### config.mk
export PLATFORM = sky130hd
export DESIGN_NAME = ir_fetch_queue_flat
export DESIGN_NICKNAME = d
export VERILOG_FILES = /design/src/rtl/ir_fetch_queue_pkg.sv /design/src/rtl/ir_fetch_queue_if.sv /design/src/rtl/ir_fetch_queue_sync_fifo.sv /design/src/rtl/ir_fetch_queue.sv /design/src/flat_wrapper.sv
export SDC_FILE = /design/constraint.sdc
export NUM_CORES = 1
export LEC_CHECK = 0
export BUFFER_PORTS_ARGS = -buffer_cell sky130_fd_sc_hd__buf_2
export CORE_ASPECT_RATIO = 0.9
export CORE_MARGIN = 4
export CORE_UTILIZATION = 26
export CTS_BUF_LIST = sky130_fd_sc_hd__clkbuf_16
export CTS_CLUSTER_SIZE = 16
export DETAILED_ROUTE_END_ITERATION = 10
export HOLD_SLACK_MARGIN = 0.03
export PLACE_DENSITY = 0.39
export REMOVE_ABC_BUFFERS = 1
export SLEW_MARGIN = 40
export SYNTH_ARGS = -nofsm -noshare
export SYNTH_HDL_FRONTEND = slang
export SYNTH_SLANG_ARGS = --single-unit
### constraint.sdc
create_clock -name clk -period 10.45 [get_ports clk]
set_input_delay 1.045 -clock clk [delete_from_list [all_inputs] [get_ports clk]]
set_output_delay 1.045 -clock clk [all_outputs]
set_load 0.005 [all_outputs]
### src/rtl/ir_fetch_queue_pkg.sv
// Shared definitions for the instruction fetch queue: the decode NOP and
// the {instr, pc} entry carried through the fetch FIFO.
package ir_fetch_queue_pkg;

    localparam logic [31:0] NOP_INSTR = 32'h0000_0013;

    typedef struct packed {
        logic [31:0] instr;
        logic [31:0] pc;
    } fetch_entry_t;

    function automatic logic [31:0] align_word(input logic [31:0] a);
        return a & 32'hFFFF_FFFC;
    endfunction

endpackage

### src/rtl/ir_fetch_queue_if.sv
// Fetch-stage bundle: instruction memory request/response, execute redirect,
// and the D-stage instruction slot with its stall handshake.
interface ir_fetch_queue_if;

    logic        imem_req_valid;
    logic        imem_req_ready;
    logic [31:0] imem_req_addr;
    logic        imem_rsp_valid;
    logic [31:0] imem_rsp_data;
    logic        redirect_valid;
    logic [31:0] redirect_pc;
    logic        dec_ready;
    logic        instr_valid;
    logic [31:0] instr;
    logic [31:0] instr_pc;

    modport master (
        output imem_req_valid, imem_req_addr, instr_valid, instr, instr_pc,
        input  imem_req_ready, imem_rsp_valid, imem_rsp_data,
               redirect_valid, redirect_pc, dec_ready
    );

    modport slave (
        input  imem_req_valid, imem_req_addr, instr_valid, instr, instr_pc,
        output imem_req_ready, imem_rsp_valid, imem_rsp_data,
               redirect_valid, redirect_pc, dec_ready
    );

endinterface

### src/rtl/ir_fetch_queue_sync_fifo.sv
// Power-of-two synchronous FIFO with flush; head is the registered oldest
// entry (no write-through bypass).
module sync_fifo #(
    parameter int DEPTH = 4,
    parameter int WIDTH = 32,
    localparam int AW = $clog2(DEPTH),
    localparam int CW = $clog2(DEPTH + 1)
) (
    input  logic             clk,
    input  logic             rst_n,
    input  logic             i_push,
    input  logic             i_pop,
    input  logic             i_flush,
    input  logic [WIDTH-1:0] i_wdata,
    output logic [CW-1:0]    o_count,
    output logic [WIDTH-1:0] o_head
);

    logic [WIDTH-1:0] r_mem [DEPTH];
    logic [AW-1:0]    r_wptr;
    logic [AW-1:0]    r_rptr;
    logic [CW-1:0]    r_count;
    logic             w_pop;

    assign w_pop   = i_pop && (r_count != '0);
    assign o_count = r_count;
    assign o_head  = r_mem[r_rptr];

    always_ff @(posedge clk or negedge rst_n) begin
        if (!rst_n) begin
            r_wptr  <= '0;
            r_rptr  <= '0;
            r_count <= '0;
        end else if (i_flush) begin
            r_wptr  <= '0;
            r_rptr  <= '0;
            r_count <= '0;
        end else begin
            if (i_push) r_wptr <= r_wptr + AW'(1);
            if (w_pop)  r_rptr <= r_rptr + AW'(1);
            r_count <= r_count + CW'(i_push) - CW'(w_pop);
        end
    end

    always_ff @(posedge clk) begin
        if (i_push && !i_flush) r_mem[r_wptr] <= i_wdata;
    end

    assert property (@(posedge clk) disable iff (!rst_n)
        !(i_push && !i_flush && !w_pop && r_count == CW'(DEPTH)));

endmodule

### src/rtl/ir_fetch_queue.sv
// rv32 fetch stage: credit-limited word requests to imem, in-order response
// buffering, and redirect flush that discards every response still in flight.
module ir_fetch_queue
    import ir_fetch_queue_pkg::*;
#(
    parameter int          DEPTH    = 4,
    parameter logic [31:0] RESET_PC = 32'h0000_0000
) (
    input  logic               clk,
    input  logic               rst_n,
    ir_fetch_queue_if.master   fq
);

    localparam int CW = $clog2(DEPTH + 1);

    logic         r_run;
    logic [31:0]  r_fetch_pc;
    logic [CW-1:0] r_drop;

    logic [CW-1:0] w_fifo_cnt;
    logic [CW-1:0] w_outst;
    logic [CW:0]   w_used;
    fetch_entry_t  w_head;
    fetch_entry_t  w_wentry;
    logic [31:0]   w_pcq_head;
    logic          w_flush;
    logic          w_req_fire;
    logic          w_rsp_keep;
    logic          w_pop;
    logic          w_instr_valid;

    assign w_flush       = fq.redirect_valid;
    assign w_used        = {1'b0, w_fifo_cnt} + {1'b0, w_outst};
    // Credits cover both buffered and in-flight words, so a response always has a slot.
    assign fq.imem_req_valid = r_run && !w_flush && (w_used < (CW+1)'(DEPTH));
    assign fq.imem_req_addr  = r_fetch_pc;
    assign w_req_fire    = fq.imem_req_valid && fq.imem_req_ready;
    assign w_rsp_keep    = fq.imem_rsp_valid && !w_flush && (r_drop == '0);
    assign w_instr_valid = (w_fifo_cnt != '0);
    assign w_pop         = w_instr_valid && fq.dec_ready && !w_flush;
    assign w_wentry      = '{instr: fq.imem_rsp_data, pc: w_pcq_head};

    assign fq.instr_valid = w_instr_valid;
    assign fq.instr       = w_instr_valid ? w_head.instr : NOP_INSTR;
    assign fq.instr_pc    = w_instr_valid ? w_head.pc    : 32'h0;

    sync_fifo #(.DEPTH(DEPTH), .WIDTH($bits(fetch_entry_t))) u_entry_q (
        .clk     (clk),
        .rst_n   (rst_n),
        .i_push  (w_rsp_keep),
        .i_pop   (w_pop),
        .i_flush (w_flush),
        .i_wdata (w_wentry),
        .o_count (w_fifo_cnt),
        .o_head  (w_head)
    );

    // Never flushed: stale responses still arrive and must retire their PC.
    sync_fifo #(.DEPTH(DEPTH), .WIDTH(32)) u_pc_q (
        .clk     (clk),
        .rst_n   (rst_n),
        .i_push  (w_req_fire),
        .i_pop   (fq.imem_rsp_valid),
        .i_flush (1'b0),
        .i_wdata (r_fetch_pc),
        .o_count (w_outst),
        .o_head  (w_pcq_head)
    );

    always_ff @(posedge clk or negedge rst_n) begin
        if (!rst_n) begin
            r_run      <= 1'b0;
            r_fetch_pc <= RESET_PC;
            r_drop     <= '0;
        end else begin
            r_run <= 1'b1;
            if (w_flush) begin
                r_fetch_pc <= align_word(fq.redirect_pc);
                // Every word still outstanding after this cycle is stale.
                r_drop     <= w_outst - CW'(fq.imem_rsp_valid);
            end else begin
                if (w_req_fire) r_fetch_pc <= r_fetch_pc + 32'd4;
                if (fq.imem_rsp_valid && r_drop != '0) r_drop <= r_drop - CW'(1);
            end
        end
    end

    assert property (@(posedge clk) disable iff (!rst_n) r_drop <= w_outst);

endmodule

### src/flat_wrapper.sv
// flat-port wrapper written by rule: the top's interface ports become plain ports
module ir_fetch_queue_flat import ir_fetch_queue_pkg::*;
#(
    parameter int          DEPTH    = 4,
    parameter logic [31:0] RESET_PC = 32'h0000_0000
)
  (clk, rst_n, fq_imem_req_valid, fq_imem_req_addr, fq_instr_valid, fq_instr, fq_instr_pc, fq_imem_req_ready, fq_imem_rsp_valid, fq_imem_rsp_data, fq_redirect_valid, fq_redirect_pc, fq_dec_ready);
  ir_fetch_queue_if fq_i ();
  input  logic clk;
  input  logic rst_n;
  output wire logic [$bits(fq_i.imem_req_valid)-1:0] fq_imem_req_valid;
  output wire logic [$bits(fq_i.imem_req_addr)-1:0] fq_imem_req_addr;
  output wire logic [$bits(fq_i.instr_valid)-1:0] fq_instr_valid;
  output wire logic [$bits(fq_i.instr)-1:0] fq_instr;
  output wire logic [$bits(fq_i.instr_pc)-1:0] fq_instr_pc;
  input wire logic [$bits(fq_i.imem_req_ready)-1:0] fq_imem_req_ready;
  input wire logic [$bits(fq_i.imem_rsp_valid)-1:0] fq_imem_rsp_valid;
  input wire logic [$bits(fq_i.imem_rsp_data)-1:0] fq_imem_rsp_data;
  input wire logic [$bits(fq_i.redirect_valid)-1:0] fq_redirect_valid;
  input wire logic [$bits(fq_i.redirect_pc)-1:0] fq_redirect_pc;
  input wire logic [$bits(fq_i.dec_ready)-1:0] fq_dec_ready;
  assign fq_imem_req_valid = fq_i.imem_req_valid;
  assign fq_imem_req_addr = fq_i.imem_req_addr;
  assign fq_instr_valid = fq_i.instr_valid;
  assign fq_instr = fq_i.instr;
  assign fq_instr_pc = fq_i.instr_pc;
  assign fq_i.imem_req_ready = fq_imem_req_ready;
  assign fq_i.imem_rsp_valid = fq_imem_rsp_valid;
  assign fq_i.imem_rsp_data = fq_imem_rsp_data;
  assign fq_i.redirect_valid = fq_redirect_valid;
  assign fq_i.redirect_pc = fq_redirect_pc;
  assign fq_i.dec_ready = fq_dec_ready;
  ir_fetch_queue #(.DEPTH(DEPTH), .RESET_PC(RESET_PC)) u_core (.clk(clk), .rst_n(rst_n), .fq(fq_i));
endmodule
## Word-level counts from Yosys, hierarchy flattened

Memories as Yosys holds them, arrays and structs flattened.
Index checks and enable logic that the tools add are counted.

| storage, ports and cells | value |
|---|---|
| register bits after elaboration | 50 |
| memory bits (writable) | 384 |
| input bits | 70 |
| output and inout port bits | 98 |
| logic and storage cells | 59 |
| memories | 2 |

| operators by class | value |
|---|---|
| add/subtract/negate cells | 12 |
| order comparisons | 1 |
| muxes and demuxes | 15 |
| reduce and logical (&&, ||, !) cells | 20 |

Memories:

| memory | depth | bits a word | rd ports | clocked after memory_dff | wr ports | RTL line | text |
|---|---|---|---|---|---|---|---|
| u_core.u_entry_q.r_mem | 4 | 64 | 1 | 0 | 1 | ir_fetch_queue_sync_fifo.sv:19 | `logic [WIDTH-1:0] r_mem [DEPTH];` |
| u_core.u_pc_q.r_mem | 4 | 32 | 1 | 0 | 1 | ir_fetch_queue_sync_fifo.sv:19 |  |

Operator list:

| cell | number |
|---|---|
| $mux W32 | 4 |
| $add A32 B3 Y32 const B | 1 |
| $logic_and A1 B1 Y1 | 11 |
| $mux W3 | 3 |
| $reduce_bool A3 Y1 | 3 |
| $sub A3 B1 Y3 | 3 |
| $add A2 B1 Y2 const B | 4 |
| $mux W2 | 4 |
| $reduce_bool A2 Y1 | 4 |
| $add A3 B1 Y3 | 2 |
| $add A3 B3 Y4 | 1 |
| $lt A4 B3 Y1 const B | 1 |
| $mux W1 | 4 |
| $logic_not A3 Y1 | 1 |
| $sub A3 B1 Y3 const B | 1 |
| $logic_not A1 Y1 | 1 |

## Longest topological paths before layout

Gate-level depths: netlist of the first run.

| logic depth | value |
|---|---|
| depth in word-level cells | 6 |
| depth in mapped cells | 12 |
| mapped depth without buffers | 12 |

## Modules after synthesis

From an unflattened synthesis of the first run, not the netlist that was laid out.

| second synthesis, totals | value |
|---|---|
| cell total of the unflattened synthesis | 903 |
| area total of the unflattened synthesis | 17423.0 µm² |

By module, submodules not included:

| module | instances | cells each | area an instance (µm²) | seq. area each (µm²) |
|---|---|---|---|---|
| sync_fifo (u_core.u_entry_q) | 1 | 376 | 9721.8 | 7862.5 |
| sync_fifo (u_core.u_pc_q) | 1 | 209 | 5112.4 | 4018.9 |
| ir_fetch_queue | 1 | 318 | 2588.7 | 850.8 |

## Least setup slack after synthesis of the first run

No wires, ideal clock.

| timing | value |
|---|---|
| kind | input to register |
| start point | input fq_redirect_valid |
| end point | memory u_core.u_pc_q.r_mem[0][10] (enable) |
| library setup time | 390 ps |
| arrival time | 3321 ps |
| data required time | 10060 ps |
| setup slack | 6739 ps |
| stages | 7 |
| buffers on the path | 3 |
| path through | buf_6 or4b_4 or4b_1 buf_4 inv_6 buf_2 and2_1 |

| on the way | value |
|---|---|
| cells in the longest elaborated chain, start to end | 6 |

Ends and longest elaborated chain:

| what | RTL line | text |
|---|---|---|
| start, declared | flat_wrapper.sv:19 | `input wire logic [$bits(fq_i.redirect_valid)-1:0] fq_redirect_valid;` |
| $logic_not A1 Y1 | ir_fetch_queue.sv:35 | `assign fq.imem_req_valid = r_run && !w_flush && (w_used < (CW+1)'(DEPTH));` |
| $logic_and A1 B1 Y1 (2 in series) | ir_fetch_queue.sv:35 |  |
| $logic_and A1 B1 Y1 | ir_fetch_queue.sv:37 | `assign w_req_fire = fq.imem_req_valid && fq.imem_req_ready;` |
| named net u_core.u_pc_q.i_push | ir_fetch_queue_sync_fifo.sv:11 | `input logic i_push,` |
| $mux W1 | ir_fetch_queue_sync_fifo.sv:46 | `if (i_push && !i_flush) r_mem[r_wptr] <= i_wdata;` |
| $mux W1 (implied by the code) | ir_fetch_queue_sync_fifo.sv:46 |  |
| end, declared | ir_fetch_queue_sync_fifo.sv:19 |  |

The timed path passes the listed nets, and every way through them passes these cells.

## Worst setup path after layout of the first run

| timing | value |
|---|---|
| start point | register u_core.u_entry_q.r_rptr[0] |
| end point | output fq_instr_pc[25] |

| on the way | value |
|---|---|
| cells in the longest elaborated chain, start to end | 2 |

Ends and longest elaborated chain:

| what | RTL line | text |
|---|---|---|
| start, declared | ir_fetch_queue_sync_fifo.sv:21 | `logic [AW-1:0] r_rptr;` |
| start signal, assigned | ir_fetch_queue_sync_fifo.sv:40 | `if (w_pop) r_rptr <= r_rptr + AW'(1);` |
| $mem_v2 Z4 W64 | -- |  |
| $mux W32 | ir_fetch_queue.sv:45 | `assign fq.instr_pc = w_instr_valid ? w_head.pc : 32'h0;` |
| end, declared | flat_wrapper.sv:15 | `output wire logic [$bits(fq_i.instr_pc)-1:0] fq_instr_pc;` |

Every way passes these cells.

==> results of run 1 <==
## metrics by stage
| stage | worst slack [ns] | util | power, W |
|---|---|---|---|
| finish | 6.36 | 0.318 | 0.00467 |
| global route | 6.11 | 0.318 | 0.00495 |
| CTS | 6.22 | 0.317 | 0.00478 |
| detailed placement | 5.78 | 0.293 | 0.00312 |
| global placement | 5.72 | 0.293 | 0.00311 |
| floorplan | 5.95 | - | 0.00269 |
## worst min-delay path by stage
stage	endpoint	startpoint	cells after the start
6_report	u_core.u_pc_q.r_rptr[0]	u_core.u_pc_q.r_rptr[0]	1
5_1_grt	u_core.u_pc_q.r_rptr[0]	u_core.u_pc_q.r_rptr[0]	1
4_1_cts	u_core.u_pc_q.r_rptr[0]	u_core.u_pc_q.r_rptr[0]	1
3_5_place_dp	u_core.u_pc_q.r_rptr[0]	u_core.u_pc_q.r_rptr[0]	1
3_3_place_gp	u_core.u_pc_q.r_rptr[0]	u_core.u_pc_q.r_rptr[0]	1
2_1_floorplan	u_core.r_drop[1]	u_core.r_drop[1]	2
## layer usage
| layer | up-vias | GRT usage | routed length, um |
|---|---|---|---|
| li1 | 3911 | - | - |
| met1 | 4554 | 0.177 | 19500 |
| met2 | 219 | 0.200 | 19900 |
| met3 | 57 | 0.0296 | 2690 |
| met4 | 0 | 0.0322 | 787 |
| met5 | - | 0 | 0 |
## critical path, stage by stage (launching register included)
cell and delay [ns]:
dfrtp_4 0.80, buf_6 0.61, mux4_2 0.58, and2_1 0.26
buf_2 0.17
## power by group through the flow
stage | Combinational, W | Clock, W | Sequential, W
after floorplan | 0.000527 | 0 | 0.00217
after global placement | 0.000933 | 0 | 0.00218
after detailed placement | 0.000940 | 0 | 0.00218
after CTS | 0.000943 | 0.00170 | 0.00215
after global routing | 0.00102 | 0.00177 | 0.00216
final | 0.000901 | 0.00163 | 0.00214
## registers in the layout, indices dropped and copies added (netlist names)
| name | cells |
|---|---|
| u_core.fq.imem_req_addr | 30 |
| u_core.u_pc_q.r_rptr | 2 |
| u_core.u_pc_q.o_count | 3 |
| u_core.u_pc_q.r_wptr | 2 |
| u_core.u_pc_q.r_mem | 120 |
| u_core.u_entry_q.r_wptr | 2 |
| u_core.r_drop | 3 |
| u_core.u_entry_q.r_mem | 248 |
| u_core.u_entry_q.o_count | 3 |
| u_core.u_entry_q.r_rptr | 2 |
| u_core.r_run | 1 |
## kinds of logic (layout without fill, tap and decap cells)
family | after synthesis | after routing | synth area share
muxes | 94 | 94 | 0.126
xor gates and xnor gates | 14 | 14 | 0.00737
other | 2 | 5 | 0.000451
DFF | 416 | 416 | 0.736
buffers and inverters | 69 | 287 | 0.0180
and+or+nand+nor | 208 | 208 | 0.0666
AOI/OAI and AO/OA | 74 | 74 | 0.0288
adders and majority gates | 21 | 21 | 0.0167
## final cells by class
| type | instances | area [um^2] |
|---|---|---|
| Clock buffer | 50 | 1250 |
| Timing Repair Buffer | 178 | 941 |
| Multi-Input combinational cell | 416 | 4140 |
| Tap cell | 845 | 1060 |
| Clock inverter | 38 | 280 |
| Fill cell | 6161 | 43000 |
| Inverter | 21 | 83.8 |
| Sequential cell | 416 | 12300 |
## cells in the final DEF, fill, tap and decap left out, types with 4 or more instances in the layout
cell	Yosys	final
a21oi_1	13	13
a31oi_1	5	5
and2_1	69	64
and2_4	0	4
buf_2	5	161
buf_4	6	15
bufinv_16	0	4
clkbuf_16	0	50
clkinv_1	0	11
clkinv_2	0	10
conb_1	2	5
dfrtp_1	48	44
edfxtp_1	368	368
ha_1	19	19
inv_1	20	29
mux4_2	92	92
nand2_1	48	48
nand3_1	18	18
nand4_1	11	11
nor2_1	30	30
nor3_1	6	4
o211ai_1	9	9
o21ai_0	24	24
o311ai_1	7	7
or3_1	4	4
xnor2_1	7	7
xor2_1	7	7
==> metrics.cfg, run 1 <==
[pwr]
power_leakage_nw=6.91
irDropWorstVdd_v=0.000120
clock_power_frac=0.349
part_of_the_total_power_dissipated_in_combinational_logic=0.193
power_switching_share=0.275
p_sw_w=0.00128
internal_cell_power_w=0.00338
cellPowerDensity_nw_per_um2=233
seq_power_share=0.458

[yosys]
yosys.area.top_type=edfxtp_1
asyncSetResetFlopFracSynth=0.115
yosys.area.top_type_share=0.664
avgSynthCellArea_um2=18.5
synth-edff-count=368
synthTopCellsByCount=368 x edfxtp_1, 92 x mux4_2, 69 x and2_1, 48 x dfrtp_1, 48 x nand2_1
synth-seq-cells=416
post-synth-top-count-cell=edfxtp_1
synthDistinctLibCells=49
synth_warnings=0
synth_area_um2=16600
synth_flop_cell=edfxtp_1
seq_area_frac_synth=0.736
synth_area_leaders=edfxtp_1 66%, mux4_2 12%, dfrtp_1 7.2%
syn_inst=898

[placement]
postPlaceCellArea_um2=18500
port_buffers=161
post-place-cells=1876
routability_congestion=0.703
post-dp-hpwl_um=25900

[drt]
route.detailed.vias_per_inst=4.45
route.final.wire_length_um=42900
dr_total_vias=8741
antenna_left=0
drc=0
drt_first_pass_iters=4
routed_wl_per_cell_um=21.8
drtIter0Drc=549

[layout]
final_layout_size_suffix_gt1_frac=0.320
nets=1172
antenna_diode_count=0
layout.cell_area.non_filler_um2=20000
synthToLayoutAreaGrowth_pct=20.3
final_cell_count_no_fill=1964

[grt]
grt_start_max_net_pins=63
grtUsageTotal=0.127
wire_length_of_the_first_global_routing_pass_um=63500
first_global_vias=9401
grt-ovfl-total=0
number_of_antenna_violations_at_the_first_check_in_global_routing=0

[critical_path]
regToRegSetupSlack_ns=6.66
critical_path.max_fanout=40
r2r_start=u_core.u_pc_q.o_count[2]
cp-start-kind=flop
critical_path_required_ns=9.41
worstSetupEndpointType=output port
wp_data_arrival_ns=3.04
rr_worst_depth=7
worstSetupPathType=flop to output port
timing.critical_path.to=fq_instr_pc[25]
reg2reg_to=u_core.u_pc_q.r_mem[0][10]
setup.worst_path.start=u_core.u_entry_q.r_rptr[0]

[cts]
post_cts_resize_count=0
master_cell_of_the_clock_root_buffer=clkbuf_16
cts-root-to-sink-buffers=3
cts-hold-fix-buffers=0
path_clk_slew_ns=0.06
clock_insertion_delay_worst_skew_ns=0.58
clock_sinks=416
postCtsSetupBuffers=0
cts_tree=yes
cts-htree-levels=2
cts_inserted_buffers=48

[timing]
worst_hold_slack_ns=0.474
timing.final.hold_violations=0
finalSetupViolCount=0
worst-slew-pin-transition_ns=0.803
max_freq_ghz=0.245
accumulated_negative_setup_slack_ns=0
pins_over_slew_limit=0
share_of_the_clock_period_used_by_the_worst_path_after_layout=0.391
timing.slew.headroom=0.465
final.min_clock_period_ns=4.09
clock-skew-final_ns=0.0176
rsz0062_at_grt=no

[die]
die-height_um=248
initial_core_utilization=0.264
design.die.area_um2=68100
top_level_port_count=168
die_w_um=275
num_rows=87
floorplan.core_area_um2=63000

[outcome]
run_status=finished clean

[min_path]
hold_path.class=flop to flop

[flow_run]
cap_viol_max_count=0

No activity file was read; power rests on OpenSTA's default activity.
==> run 2, diff against run 1 <==
Settings changed: PLACE_DENSITY 0.39 to 0.4.
Clock period 10.45 ns to 3.6 ns, I/O delays scaled along.
==> run 2 against run 1 <==
Clock power rose to 2.8 times the previous value. Worst setup slack got worse by 5.8 ns. First-iteration DRC count rose by 8.6%. Clock skew grew 0.0095 ns. Sequential power rose to 2.9 times the previous value.
==> metrics.cfg, run 2 (same netlist as run 1, synthesis figures left out) <==
[outcome]
run_status=finished clean

[die]
floorplan.core_area_um2=63000  ; unchanged
top_level_port_count=168  ; unchanged
design.die.area_um2=68100  ; unchanged
num_rows=87  ; unchanged
die-height_um=248  ; unchanged
die_w_um=275  ; unchanged
initial_core_utilization=0.264  ; unchanged

[min_path]
hold_path.class=input pin to flop

[layout]
antenna_diode_count=0  ; unchanged
nets=1236  ; +5.5%
final_layout_size_suffix_gt1_frac=0.306  ; -0.0135
most_common_cell_after_layout_fill_and_taps_aside=edfxtp_1
synthToLayoutAreaGrowth_pct=24.4
final-seq-area_um2=12300  ; unchanged
multi_input_comb_area_um2=4120  ; -0.57%
final_cell_count_no_fill=2023  ; +3.0%
layout.cells.most_common_list=368 x edfxtp_1, 160 x buf_2, 92 x mux4_2
largest_register_ffs=248  ; unchanged
filler_cell_count=6098  ; -1.0%
top_register=u_core.u_entry_q.r_mem
finalCoreUtilization=0.328  ; +0.0107

[drt]
drc=0  ; unchanged
dr_total_vias=8896  ; +1.8%
drtIter0Drc=596  ; +8.6%
top_routing_layer_in_use=met4
wirelength_met1_um=19900  ; +2.1%
routed_wl_per_cell_um=20.7  ; -5.1%
wl_met3_um=1890  ; -30%
route.final.wire_length_um=41900  ; -2.3%
drt_first_pass_iters=5  ; +1
antenna_left=0  ; unchanged
route.detailed.vias_per_inst=4.40  ; -1.2%
route.met2.wl_um=19300  ; -2.9%

[critical_path]
critical_path.max_fanout=28  ; -30%
wp_data_arrival_ns=2.64  ; -0.40 ns
cp-start-kind=flop
sequence_of_cells_on_the_critical_path=buf_12 -> mux4_2 -> and2_1 -> buf_2
worst_path_max_stage_delay_ns=0.80  ; about the same
worstSetupPathType=flop to output port
worstSetupEndpointType=output port
critical_path_required_ns=3.24  ; -6.17 ns
worst_path_max_delay_cell=dfrtp_4

[grt]
grt-ovfl-total=0  ; unchanged
first_global_vias=9382  ; -0.20%
number_of_antenna_violations_at_the_first_check_in_global_routing=1  ; +1
grtUsageTotal=0.124  ; -0.00269
grt_start_max_net_pins=62  ; -1.6%
wire_length_of_the_first_global_routing_pass_um=62600  ; -1.4%

[cts]
clock_sinks=416  ; unchanged
post_cts_resize_count=0  ; unchanged
master_cell_of_the_clock_root_buffer=clkbuf_16
path_clk_slew_ns=0.06  ; about the same
cts_inserted_buffers=47  ; -2.1%
clock_insertion_delay_worst_skew_ns=0.58  ; about the same
cts-root-to-sink-buffers=3  ; unchanged
cts-htree-levels=2  ; unchanged
postCtsSetupBuffers=0  ; unchanged
cts_tree=yes

[placement]
port_buffers=161  ; unchanged
post-place-cells=1887  ; +0.59%
post-dp-hpwl_um=25900  ; +0.20%
place_worst_setup_slack_ns=0.642  ; -5.14 ns
routability_congestion=0.723  ; +2.8%

[timing]
max_freq_ghz=0.333
pins_over_slew_limit=0  ; unchanged
timing.slew.headroom=0.506  ; +0.0414
rsz0062_at_grt=no
timing.final.hold_violations=0  ; unchanged
share_of_the_clock_period_used_by_the_worst_path_after_layout=0.833
clock-skew-final_ns=0.0270  ; +0.00947 ns
finalSetupViolCount=0  ; unchanged
worst-slew-pin-transition_ns=0.735  ; -0.0677 ns
final.min_clock_period_ns=3.00
postLayoutSetupSlackWorst_ns=0.601  ; -5.76 ns

[pwr]
power.total_w=0.0135  ; +190%
power_leakage_nw=7.16  ; +3.7%
power_switching_share=0.273  ; -0.00237
part_of_the_total_power_dissipated_in_combinational_logic=0.196  ; +0.003
internal_cell_power_w=0.00982  ; +190%
seq_power_share=0.464  ; +0.006
irDropWorstVdd_v=0.000314  ; +160%
clock_power_frac=0.339  ; -0.010
cellPowerDensity_nw_per_um2=652  ; +180%
p_sw_w=0.00368  ; +190%

[flow_run]
cap_viol_max_count=0  ; unchanged

==> run 2: changes by cell type in the layout (fill, tap and decap cells not counted), moves of 3 or more <==
cell | previous run | this run
buf_12 | 0 | 11
inv_1 | 29 | 25
buf_4 | 15 | 18
dlygate4sd3_1 | 0 | 54
clkinv_2 | 10 | 5
==> run 2: final timing paths <==
path | startpoint | endpoint | slack [ns] | cells after the start
max | u_core.u_entry_q.r_rptr[0] | fq_instr_pc[11] | 0.60 | 4
min | fq_redirect_pc[29] | u_core.fq.imem_req_addr[29] | 0.08 | 4
max reg2reg | u_core.u_pc_q.o_count[2] | u_core.u_pc_q.o_count[2] | 0.65 | 8
min reg2reg | u_core.r_drop[1] | u_core.r_drop[1] | 0.59 | 2
max in group asynchronous | rst_n | u_core.r_drop[0] | 2.76 | 3
min in group asynchronous | rst_n | u_core.fq.imem_req_addr[15] | 0.29 | 2
==> run 2: critical path: cells and delay by family, from the launching register on <==
family,cells,cell delay [ns]
and+or+nand+nor,1,0.18
DFF,1,0.80
buffers and inverters,2,0.45
muxes,1,0.60
==> run 2: per-stage QoR <==
stage          setup TNS, ns  hold slack, ns  cell area [um^2]
2_1_floorplan          -7.50          0.0644             16400
3_3_place_gp               0           0.539             18700
3_5_place_dp               0           0.375             18700
4_1_cts                    0          0.0362             20700
5_1_grt                    0          0.0617             20700
6_report                   0          0.0832             20700
==> run 2: final cells by class <==
| cell class | instances | share of cell area |
|---|---|---|
| clock buffer | 48 | 0.0580 |
| clock inverter | 34 | 0.0132 |
| inverter | 21 | 0.00405 |
| multi-input combinational | 416 | 0.199 |
| sequential | 416 | 0.593 |
| tap | 845 | 0.0511 |
| timing repair buffer | 243 | 0.0820 |
==> run 2: timing repair <==
action                                  CTS  global route
endpoints found under the hold margin   182             0
hold buffers                             54             0
endpoints found under the setup margin    0             0
==> run 2: power groups by stage <==
stage	registers [W]	logic, W	clock network (W)
after global routing	0.00633	0.00298	0.00498
after detailed placement	0.00639	0.00272	0
final	0.00626	0.00265	0.00458
after CTS	0.00629	0.00278	0.00477
after global placement	0.00638	0.00271	0
after floorplan	0.00629	0.00153	0
==> run 2: metal layers <==
layer  vias up  track usage
met1      4595        0.176
met2       194        0.196
met5         -            0
met4         0       0.0328
li1       4049            -
met3        58       0.0242
==> run 3, diff against run 2 <==
Clock period 3.6 ns to 2.5 ns, I/O delays scaled along.
==> run 3 against run 2 <==
The run now ends with negative setup slack left. Routed wire length is 8.3% higher. Register-to-register slack worse by 0.76 ns. Via count increased by 5.6%.
==> metrics.cfg, run 3 (same netlist as run 1, synthesis figures left out) <==
[outcome]
run_status=finished, violations left
failing_checks=negative setup slack

[cts]
cts-htree-levels=2  ; unchanged
cts_inserted_buffers=47  ; unchanged
path_clk_slew_ns=0.06  ; about the same
cts_tree=yes
clock_insertion_delay_worst_skew_ns=0.59  ; about the same
clock_sinks=416  ; unchanged
cts-root-to-sink-buffers=3  ; unchanged
master_cell_of_the_clock_root_buffer=clkbuf_16

[timing]
clock-skew-final_ns=0.0164  ; -0.0107 ns
max_freq_ghz=0.384
worst-slew-pin-transition_ns=0.691  ; -0.0443 ns
rsz0062_at_grt=yes
finalSetupViolCount=144  ; +144
final.min_clock_period_ns=2.61
share_of_the_clock_period_used_by_the_worst_path_after_layout=1.04
pins_over_slew_limit=0  ; unchanged
timing.slew.headroom=0.538  ; +0.0322
postLayoutSetupSlackWorst_ns=-0.106  ; -0.707 ns
timing.final.hold_violations=0  ; unchanged

[min_path]
hold_path.class=input pin to asynchronous set/reset pin

[pwr]
seq_power_share=0.420  ; -0.044
part_of_the_total_power_dissipated_in_combinational_logic=0.277  ; +0.081
irDropWorstVdd_v=0.000533  ; +70%
power_switching_share=0.278  ; +0.00579
clock_power_frac=0.303  ; -0.036
cellPowerDensity_nw_per_um2=930  ; +43%
power_leakage_nw=7.86  ; +9.8%
p_sw_w=0.00575  ; +56%
internal_cell_power_w=0.0149  ; +52%

[grt]
first_global_vias=10000  ; +6.6%
wire_length_of_the_first_global_routing_pass_um=66600  ; +6.5%
number_of_antenna_violations_at_the_first_check_in_global_routing=2  ; +1
grt_start_max_net_pins=62  ; unchanged
grtUsageTotal=0.132  ; +0.00805
grt-ovfl-total=0  ; unchanged

[placement]
routability_congestion=0.755  ; +4.4%
post-dp-hpwl_um=27800  ; +7.1%
place_worst_setup_slack_ns=-0.286  ; -0.928 ns
port_buffers=161  ; unchanged
postPlaceCellArea_um2=19100  ; +2.4%

[drt]
antenna_left=0  ; unchanged
route.met2.wl_um=21100  ; +9.0%
routed_wl_per_cell_um=21.5  ; +3.8%
wirelength_met1_um=21400  ; +7.7%
route.detailed.vias_per_inst=4.45  ; +1.2%
top_routing_layer_in_use=met4
dr_total_vias=9398  ; +5.6%
drt_first_pass_iters=5  ; unchanged
route.final.wire_length_um=45400  ; +8.3%
wl_met3_um=2030  ; +7.2%
drc=0  ; unchanged
drtIter0Drc=604  ; +1.3%

[die]
die_w_um=275  ; unchanged
top_level_port_count=168  ; unchanged
floorplan.core_area_um2=63000  ; unchanged
initial_core_utilization=0.264  ; unchanged
design.die.area_um2=68100  ; unchanged
num_rows=87  ; unchanged
die-height_um=248  ; unchanged

[layout]
layout.cells.most_common_list=368 x edfxtp_1, 129 x buf_2, 92 x mux4_2
layout.cell_area.non_filler_um2=22200  ; +7.3%
largest_register_ffs=248  ; unchanged
final_layout_size_suffix_gt1_frac=0.379  ; +0.0722
synthToLayoutAreaGrowth_pct=33.5
most_common_cell_after_layout_fill_and_taps_aside=edfxtp_1
nets=1323  ; +7.0%
top_register=u_core.u_entry_q.r_mem

[critical_path]
worstSetupEndpointType=flop
critical-path-top-delay-family=simple AND/OR/NAND/NOR gates
cp-start-kind=flop
worst_path_max_stage_delay_ns=0.53  ; -0.27 ns
r2r_start=u_core.u_entry_q.o_count[2]
worstSetupPathType=flop to flop
sequence_of_cells_on_the_critical_path=ha_1 -> or4b_4 -> or4b_4 -> clkinv_4 -> buf_12 -> and2_4 -> buf_12 -> clkbuf_16
setup.worst_path.start=u_core.u_entry_q.o_count[2]
critical_path.max_fanout=6  ; -79%
critical_path_required_ns=2.80  ; -0.44 ns
worst_path_max_delay_cell=or4b_4
wp_data_arrival_ns=2.90  ; +0.26 ns
critical_path.n_buffers_inverters=4  ; +2
regToRegSetupSlack_ns=-0.11  ; -0.76 ns

[flow_run]
cap_viol_max_count=0  ; unchanged

## run 3: cell types whose count changed in the layout (fill, tap and decap cells not counted), moves of 6 or more
cell	before	now
buf_4	18	46
buf_2	160	129
clkbuf_16	48	54
o21ai_1	0	18
o21ai_0	24	5
buf_6	0	38
inv_1	25	37
and2_4	4	48
dlygate4sd3_1	54	66
and2_1	65	20
buf_16	0	6
buf_12	11	33
## run 3: worst register-to-register path, stage by stage, from the launching register on
cell       delay (ns)
dfrtp_1          0.38
ha_1             0.29
or4b_4           0.48
or4b_4           0.53
clkinv_4         0.08
buf_12           0.11
and2_4           0.17
buf_12           0.13
clkbuf_16        0.15
## run 3: what timing repair did
item	CTS	global route
resized for setup	93	53
setup buffers	18	5
hold buffers	66	0
setup endpoints to repair	213	213
cloned	9	7
hold endpoints to repair	182	0
pin swaps	29	9
## run 3: layout make-up
| cell class | instances | area (um^2) |
|---|---|---|
| Tap cell | 845 | 1060 |
| Inverter | 21 | 83.8 |
| Sequential cell | 416 | 12300 |
| Clock inverter | 35 | 204 |
| Timing Repair Buffer | 330 | 3160 |
| Clock buffer | 47 | 1180 |
| Fill cell | 5990 | 40800 |
| Multi-Input combinational cell | 416 | 4270 |
| Antenna cell | 2 | 5.00 |
## run 3: metal layers
metal,global-route usage,vias to the layer above
met5,0,-
met4,0.0330,0
met3,0.0230,59
met2,0.208,224
met1,0.191,4884
li1,-,4231
## run 3: power by group through the flow
stage / registers [W] / clock network [W] / logic [W]
floorplan: 0.00905 / 0 / 0.00220
global placement: 0.00881 / 0 / 0.00463
detailed placement: 0.00881 / 0 / 0.00463
CTS: 0.00867 / 0.00651 / 0.00560
global route: 0.00871 / 0.00681 / 0.00628
finish: 0.00867 / 0.00626 / 0.00572
## run 3: metrics by stage
step	cells	hold WS (ns)	util	setup TNS [ns]	power (W)
2_1_floorplan	853	-0.0456	-	-307.46	0.0113
4_1_cts	2102	0.186	0.347	-17.88	0.0208
5_1_grt	2110	0.233	0.352	-21.34	0.0218
6_report	2112	0.209	0.352	-8.07	0.0206
3_3_place_gp	1927	0.298	0.303	-29.76	0.0134
3_5_place_dp	1927	0.290	0.304	-31.64	0.0134
## run 3: worst paths after layout
kind                                               end  cells after the start
max                         u_core.u_pc_q.r_mem[0][15]                      8
min                        u_core.fq.imem_req_addr[27]                      2
max reg2reg                 u_core.u_pc_q.r_mem[0][15]                      8
min reg2reg                           u_core.r_drop[1]                      2
max in group asynchronous  u_core.u_entry_q.o_count[1]                      3
min in group clk              u_core.u_pc_q.o_count[0]                      4
